<file path="config.mk">
export PLATFORM = sky130hd
export DESIGN_NAME = exec_ctrl
export DESIGN_NICKNAME = d
export VERILOG_FILES = /design/src/rtl/exec_ctrl.sv
export SDC_FILE = /design/constraint.sdc
export NUM_CORES = 1
export LEC_CHECK = 0
export CAP_MARGIN = 20
export CORE_UTILIZATION = 43
export CTS_CLUSTER_DIAMETER = 40
export DETAILED_ROUTE_END_ITERATION = 8
export HOLD_SLACK_MARGIN = 0.15
export PLACE_DENSITY = 0.8
export SLEW_MARGIN = 15
export SYNTH_ARGS = -nofsm -noshare
export SYNTH_HDL_FRONTEND = slang
export SYNTH_SLANG_ARGS = --single-unit
</file>
<file path="constraint.sdc">
create_clock -name clk -period 3.1 [get_ports clk]
set_clock_uncertainty 0.15 [all_clocks]
set_input_delay 0.31 -clock clk [delete_from_list [all_inputs] [get_ports clk]]
set_output_delay 0.31 -clock clk [all_outputs]
set_load 0.1 [all_outputs]
</file>
<file path="src/rtl/exec_ctrl.sv">
// Multi-cycle control FSM: fetch/decode/execute/memory/writeback sequencing,
// ALU/mux control decode, sticky illegal-instruction trap and retire counter.
module exec_ctrl (
  input  logic        clk,
  input  logic        rst,
  output logic        instr_req,
  input  logic        instr_ack,
  input  logic [6:0]  opcode,
  input  logic [2:0]  func_3,
  input  logic        func_7_b5,
  input  logic        branchsignal,
  output logic        mem_req,
  output logic        mem_we,
  input  logic        mem_ack,
  output logic [3:0]  op,
  output logic [2:0]  imme_sel,
  output logic [1:0]  rs_sel,
  output logic        bena,
  output logic        ir_we,
  output logic        reg_we,
  output logic        pc_we,
  output logic        pc_sel,
  output logic [1:0]  wb_sel,
  output logic        trap,
  output logic [31:0] instret
);
  typedef enum logic [2:0] {
    S_FETCH = 3'd0, S_DECODE = 3'd1, S_EXEC = 3'd2,
    S_MEM   = 3'd3, S_WB     = 3'd4, S_TRAP = 3'd5
  } state_e;

  localparam logic [6:0] OP_R = 7'h33, OP_I = 7'h13, OP_LD = 7'h03, OP_ST = 7'h23,
                         OP_BR = 7'h63, OP_JAL = 7'h6F, OP_JALR = 7'h67,
                         OP_LUI = 7'h37, OP_AUIPC = 7'h17;
  localparam logic [3:0] ALU_ADD = 4'd0, ALU_SUB = 4'd1, ALU_SLL = 4'd2, ALU_SLT = 4'd3,
                         ALU_SLTU = 4'd4, ALU_XOR = 4'd5, ALU_SRL = 4'd6, ALU_SRA = 4'd7,
                         ALU_OR = 4'd8, ALU_AND = 4'd9, ALU_PASSB = 4'd10;

  state_e      state_q, state_d;
  logic [31:0] instret_q, instret_d;
  logic        is_ld, is_st, is_br, legal;

  assign is_ld = (opcode == OP_LD);
  assign is_st = (opcode == OP_ST);
  assign is_br = (opcode == OP_BR);
  assign legal = (opcode == OP_R) || (opcode == OP_I) || is_ld || is_st || is_br ||
                 (opcode == OP_JAL) || (opcode == OP_JALR) ||
                 (opcode == OP_LUI) || (opcode == OP_AUIPC);

  // func_7_b5 selects SUB only for register-register ops; shifts honour it always
  function automatic logic [3:0] alu_op(input logic [2:0] f3, input logic alt, input logic is_r);
    case (f3)
      3'd0:    return (alt && is_r) ? ALU_SUB : ALU_ADD;
      3'd1:    return ALU_SLL;
      3'd2:    return ALU_SLT;
      3'd3:    return ALU_SLTU;
      3'd4:    return ALU_XOR;
      3'd5:    return alt ? ALU_SRA : ALU_SRL;
      3'd6:    return ALU_OR;
      default: return ALU_AND;
    endcase
  endfunction

  always_ff @(posedge clk) begin
    if (rst) begin
      state_q   <= S_FETCH;
      instret_q <= '0;
    end else begin
      state_q   <= state_d;
      instret_q <= instret_d;
    end
  end

  always_comb begin
    state_d = state_q;
    case (state_q)
      S_FETCH:  if (instr_ack) state_d = S_DECODE;
      S_DECODE: state_d = legal ? S_EXEC : S_TRAP;
      S_EXEC:   state_d = (is_ld || is_st) ? S_MEM : (is_br ? S_FETCH : S_WB);
      S_MEM:    if (mem_ack) state_d = is_ld ? S_WB : S_FETCH;
      S_WB:     state_d = S_FETCH;
      S_TRAP:   state_d = S_TRAP;
      default:  state_d = S_FETCH;
    endcase
  end

  // Everything is forced low while rst is high so the reset cycle reads all-zero
  always_comb begin
    instr_req = 1'b0; ir_we = 1'b0; mem_req = 1'b0; mem_we = 1'b0;
    op = ALU_ADD; imme_sel = 3'd0; rs_sel = 2'd0; bena = 1'b0;
    reg_we = 1'b0; pc_we = 1'b0; pc_sel = 1'b0; wb_sel = 2'd0; trap = 1'b0;
    if (!rst) begin
      case (state_q)
        S_FETCH: begin
          instr_req = 1'b1;
          ir_we     = instr_ack;
        end
        S_EXEC: begin
          case (opcode)
            OP_R:          op = alu_op(func_3, func_7_b5, 1'b1);
            OP_I: begin    op = alu_op(func_3, func_7_b5, 1'b0); imme_sel = 3'd1; end
            OP_LD, OP_JALR: imme_sel = 3'd1;
            OP_ST:         imme_sel = 3'd2;
            OP_BR: begin
              rs_sel = 2'd1; imme_sel = 3'd3; bena = 1'b1;
              pc_we  = 1'b1; pc_sel = branchsignal;
            end
            OP_JAL: begin  rs_sel = 2'd1; imme_sel = 3'd4; end
            OP_LUI: begin  rs_sel = 2'd2; imme_sel = 3'd5; op = ALU_PASSB; end
            OP_AUIPC: begin rs_sel = 2'd1; imme_sel = 3'd5; end
            default: ;
          endcase
        end
        S_MEM: begin
          mem_req = 1'b1;
          mem_we  = is_st;
          pc_we   = is_st && mem_ack;
        end
        S_WB: begin
          reg_we = 1'b1;
          pc_we  = 1'b1;
          if (opcode == OP_JAL || opcode == OP_JALR) begin
            wb_sel = 2'd2; pc_sel = 1'b1;
          end else if (is_ld) begin
            wb_sel = 2'd1;
          end
        end
        S_TRAP:  trap = 1'b1;
        default: ;
      endcase
    end
  end

  assign instret_d = instret_q + {31'd0, pc_we};
  assign instret   = rst ? 32'd0 : instret_q;
endmodule

</file>
### Word level (Yosys, flattened, before mapping)

Cells that the tools add are included.

* bits in registers: 35
* input bits: 16
* word-level logic and storage cells: 88

* eq/ne operators: 22
* muxes and demuxes: 46
* add/subtract/negate cells: 1
* reductions and logical operators: 17

Operator list (number)
* case mux 4 bit (7 select lines): 2
* adder 32 x 1 -> 32 bit: 1
* 2-to-1 mux 32 bit: 1
* case mux 3 bit (5 select lines): 2
* 2-to-1 mux 3 bit: 8
* 2-to-1 mux 1 bit: 22
* equality test 7 x 6 -> 1 bit (second input constant): 3
* equality test 7 bit (second input constant): 3
* equality test 3 bit (second input constant): 5
* equality test 7 x 5 -> 1 bit (second input constant): 2
* equality test 3 x 2 -> 1 bit (second input constant): 4
* case mux 4 bit (3 select lines): 1
* logical OR 1 bit: 10
* 2-to-1 mux 2 bit: 5
* 2-to-1 mux 4 bit: 2
* equality test 7 x 2 -> 1 bit (second input constant): 1
* equality test 3 x 1 -> 1 bit (second input constant): 2
* zero test 3 bit: 2
* OR reduction 3 bit: 2
* inequality test 2 bit (second input constant): 2
* case mux 2 bit (2 select lines): 1
* case mux 1 bit (3 select lines): 1
* case mux 1 bit (2 select lines): 1
* AND reduction 2 bit: 1
* other kinds (2): 2

### Longest topological paths before layout

Gate-level depths: netlist (run 1).

* word-level depth: 11
* depth in mapped cells: 12
* gate-level depth less buffers: 10

### Worst setup path after synthesis (run 1)

Ideal clock, no wire load.

* path kind: flip-flop to output port
* start point: register state_q[1]
* end point: output port mem_we
* path buffers: 1
* stages on the path, launching flop included: 5
* data required time: 2640 ps
* arrival time: 5038 ps
* path slack: -2398 ps
* cells stage by stage: dfxtp_1 -> clkbuf_1 -> nand2_1 -> nor3_1 -> nor3b_1

* word-level cells in the longest chain between the ends: 3

RTL lines
* start: declaration: line 39 `state_e state_q, state_d;`
* start signal: assignment: line 69 `state_q <= state_d;`
* equality test 3 x 2 -> 1 bit: line 93 `case (state_q)`
* 2-to-1 mux 1 bit: line 93
* 2-to-1 mux 1 bit: line 92 `if (!rst) begin`
* end: declaration: line 13 `output logic mem_we,`

Every way passes these cells.

### Worst setup path after layout (run 1)

* start point: input port opcode[0]
* end point: register instret_q[18]

* word-level cells in the longest chain between the ends: 5
* elaborated cells on any way between the ends: 7
* classes of those cells: 1 x add/sub; 2 x eq/ne; 3 x mux; 1 x reduce/logical

RTL lines
* start: declaration: line 8 `input logic [6:0] opcode,`
* equality test 7 bit or equality test 7 x 6 -> 1 bit (tied branches): line 99, 44
* 2-to-1 mux 1 bit or logical AND 1 bit (tied branches): line 99, 117
* case mux 1 bit (3 select lines) (*): line 93
* 2-to-1 mux 1 bit (*): line 92
* adder 32 x 1 -> 32 bit (*): line 134 `assign instret_d = instret_q + {31'd0, pc_we};`
* end signal: assignment: line 70 `instret_q <= instret_d;`
* end: declaration: line 40 `logic [31:0] instret_q, instret_d;`

Mark *: on every way between the ends. The rest lies on a longest branch, timed or not.
A chain may end at the register's enable or synchronous reset.

==> results.json, run 1 <==
{
  "status": "finished, final reports clean",
  "slowest_delay_ns": 0.48,
  "synth_ff_type": "dfxtp_1",
  "drt_iter0_markers": 116,
  "ys_seq_area_share_pct": 30.67,
  "overflow": 0,
  "power.density_nw_per_um2": 278.7,
  "cp_top_family": "simple AND/OR/NAND/NOR gates",
  "syn_nets": 317,
  "slowest_stage": "clkdlybuf4s50_1",
  "cts_max_level": 2,
  "grt_usage_pct": 22.46,
  "core-area_um2": 5107,
  "antenna_found_initial": 0,
  "syn_inst": 299,
  "fmaxAchievable_ghz": 0.3426,
  "r2r_end": "instret_q[18]$_SDFF_PP0_",
  "die_w_um": 74.89,
  "top_level_ports": 68,
  "final.min_clock_period_ns": 2.919,
  "cap_viol_max_count": 0,
  "ys_types": 42,
  "vias": 2437,
  "mostFrequentLayoutCells": "57 x buf_4, 39 x nor2_1, 34 x nor2b_1, 34 x dfxtp_1, 18 x nand2_1",
  "setup.worst_path.start_class": "primary input",
  "r2r_start": "state_q[2]$_SDFFE_PP0P_",
  "peakVddDrop_mv": 0.1789,
  "initial_core_util_pct": 44.73,
  "crit_required_ns": 3.13,
  "final_common_cell": "buf_4",
  "drcViolationCount": 0,
  "hold_path_startpoint": "rst",
  "cp.arrival_ns": 2.95,
  "fp-row-count": 26,
  "grt_start_max_net_pins": 74,
  "critPathBufInv": 1,
  "dpl-instance-area_um2": 3348,
  "first_global_vias": 2031,
  "path_cells": "clkdlybuf4s50_1 -> and3b_1 -> and4_1 -> o21ai_2 -> a21oi_4 -> ha_4 -> ha_4 -> nand4_1 -> or3_4 -> nor3_2 -> mux2_2",
  "hp-class": "primary input to register",
  "numCtsBuffers": 5,
  "cts.path.max_buffers": 2,
  "viasPerCell": 5.428,
  "layout_setup_ws_ns": 0.1808,
  "setup.worst_path.end_class": "register",
  "synthTopCellsByArea": "dfxtp_1 31%, nor2b_1 9.3%, nor2_1 6.6%",
  "cts_tree": "yes",
  "crit_cells": 11,
  "startpoint": "opcode[0]",
  "insertion_delay_ns": 0.29,
  "grt_pass1_wl_um": 9639,
  "min_delay_path_depth": 3,
  "cpMostUsedCell": "ha_4",
  "ys_ff_latch": 35,
  "fin_nets": 396,
  "dp_slack_ns": -0.2079,
  "place_congestion": 0.8544,
  "io_buffers": 67,
  "wirelength_um": 6115,
  "setup_viol": 0,
  "drive_gt1_share_pct": 32.45,
  "synth_top_area_share_pct": 30.67,
  "rsz0062_at_grt": "false",
  "yosys_warnings": 0,
  "avgSynthCellArea_um2": 7.641,
  "finalHoldViolations": 0,
  "n_antenna_cell": 0,
  "clkSinkCount": 35,
  "yosysTopAreaCell": "dfxtp_1",
  "postCtsSetupBuffers": 0,
  "r2r_slack_ns": 0.32,
  "synthToLayoutAreaGrowth_pct": 51.31,
  "min_to": "state_q[2]$_SDFFE_PP0P_",
  "die_h_um": 74.89,
  "routedWlPerCell_um": 13.62,
  "worst_pin_slew_ns": 0.7270,
  "first_pass_iters": 6,
  "crit_type": "primary input to register",
  "clk_pin_slew_ns": 0.07,
  "async_flop_share_pct": 0,
  "drv_slew": 0,
  "design_area_um2": 3457,
  "fin_crit_sh_pct": 94.17,
  "path_max_fanout": 6,
  "ant_nets": 0,
  "die_area_um2": 5609,
  "syn_area_um2": 2285,
  "leakagePower_nw": 1.315,
  "synth_edf_count": 0,
  "relSlewSlack_pct": 51.53,
  "root_buffer": "clkbuf_8",
  "dp_hpwl_um": 4721,
  "rr_worst_depth": 10
}
[cell usage after synthesis, types with 3 or more instances]
| library cell | instances |
|---|---|
| mux2_2 | 12 |
| nor3_1 | 12 |
| nand2b_1 | 6 |
| nand3_1 | 13 |
| inv_1 | 7 |
| and4_1 | 6 |
| o21ai_0 | 10 |
| nand2_1 | 19 |
| nor2b_1 | 34 |
| clkbuf_1 | 12 |
| and3_1 | 3 |
| or4_1 | 4 |
| xor2_1 | 5 |
| a21oi_1 | 15 |
| nand4_1 | 10 |
| dfxtp_1 | 35 |
| xnor2_1 | 7 |
| nor2_1 | 40 |
| nor4_1 | 5 |
| nor3b_1 | 6 |
| or3_1 | 7 |
[state kept, by name, summed over array words and instances, names as in the netlist]
register   flops
instret_q     32
state_q        3
[through the flow]
stage	hold WS [ns]	TNS (ns)	util (%)	total power, mW	instances
floorplan	0.2973	-2.026	-	0.5590	299
global placement	0.3058	-0.5195	65.56	0.6079	441
detailed placement	0.3261	-1.444	65.56	0.6115	441
CTS	0.2592	0	67.52	0.9743	449
global route	0.2618	0	67.69	1.005	449
finish	0.2633	0	67.69	0.9633	449
[report_power, final]
part	leakage, nW	internal, mW	total, mW	switching [mW]
combinational	0.981	0.0545	0.145	0.0902
sequential	0.283	0.453	0.458	0.00494
clock	0.0515	0.203	0.361	0.158
[area by class of cell]
class                           count  area (µm²)
Inverter                            7       26.28
Timing Repair Buffer               87       873.3
Multi-Input combinational cell    242        1668
Sequential cell                    35       701.9
Fill cell                         428        1650
Tap cell                           70       87.58
Clock buffer                        8       100.1
[kinds of logic (layout without fill, tap and decap cells)]
logic type | count (synthesis) | count (layout) | synth area share [%]
adder cells (fa/ha/maj) | 2 | 2 | 1.095
multiplexers | 12 | 12 | 5.915
AND/OR/NAND/NOR | 175 | 175 | 42.83
AO/OA/AOI/OAI | 41 | 41 | 11.23
flip-flops | 35 | 35 | 30.67
buffers and inverters | 22 | 102 | 3.669
XOR/XNOR | 12 | 12 | 4.600
[timing repair]
item	CTS	global route
hold buffers	0	0
resized for setup	0	2
setup endpoints to repair	0	5
[worst min-delay path: stages]
cell     delay (ns)
buf_2          0.14
or3b_2         0.14
o32ai_1        0.07
[how the worst max path moves through the flow]
stage                                          end
after floorplan                             mem_we
after CTS                 instret_q[24]$_SDFF_PP0_
after global placement    instret_q[18]$_SDFF_PP0_
after global routing      instret_q[24]$_SDFF_PP0_
after detailed placement  instret_q[24]$_SDFF_PP0_
final                     instret_q[18]$_SDFF_PP0_
[layer usage]
metal	track usage [%]	part of all wire (%)
met1	31.22	47
met2	35.74	48
met3	4.284	4.0
met4	5.870	0.41
met5	0	0
Power figures use the tool's default switching activity.
==> run 2: changes to the inputs <==
- SLEW_MARGIN: 15 -> default
==> results of run 2 <==
The final DEF is identical to that of run 1; final timing and power are the same.
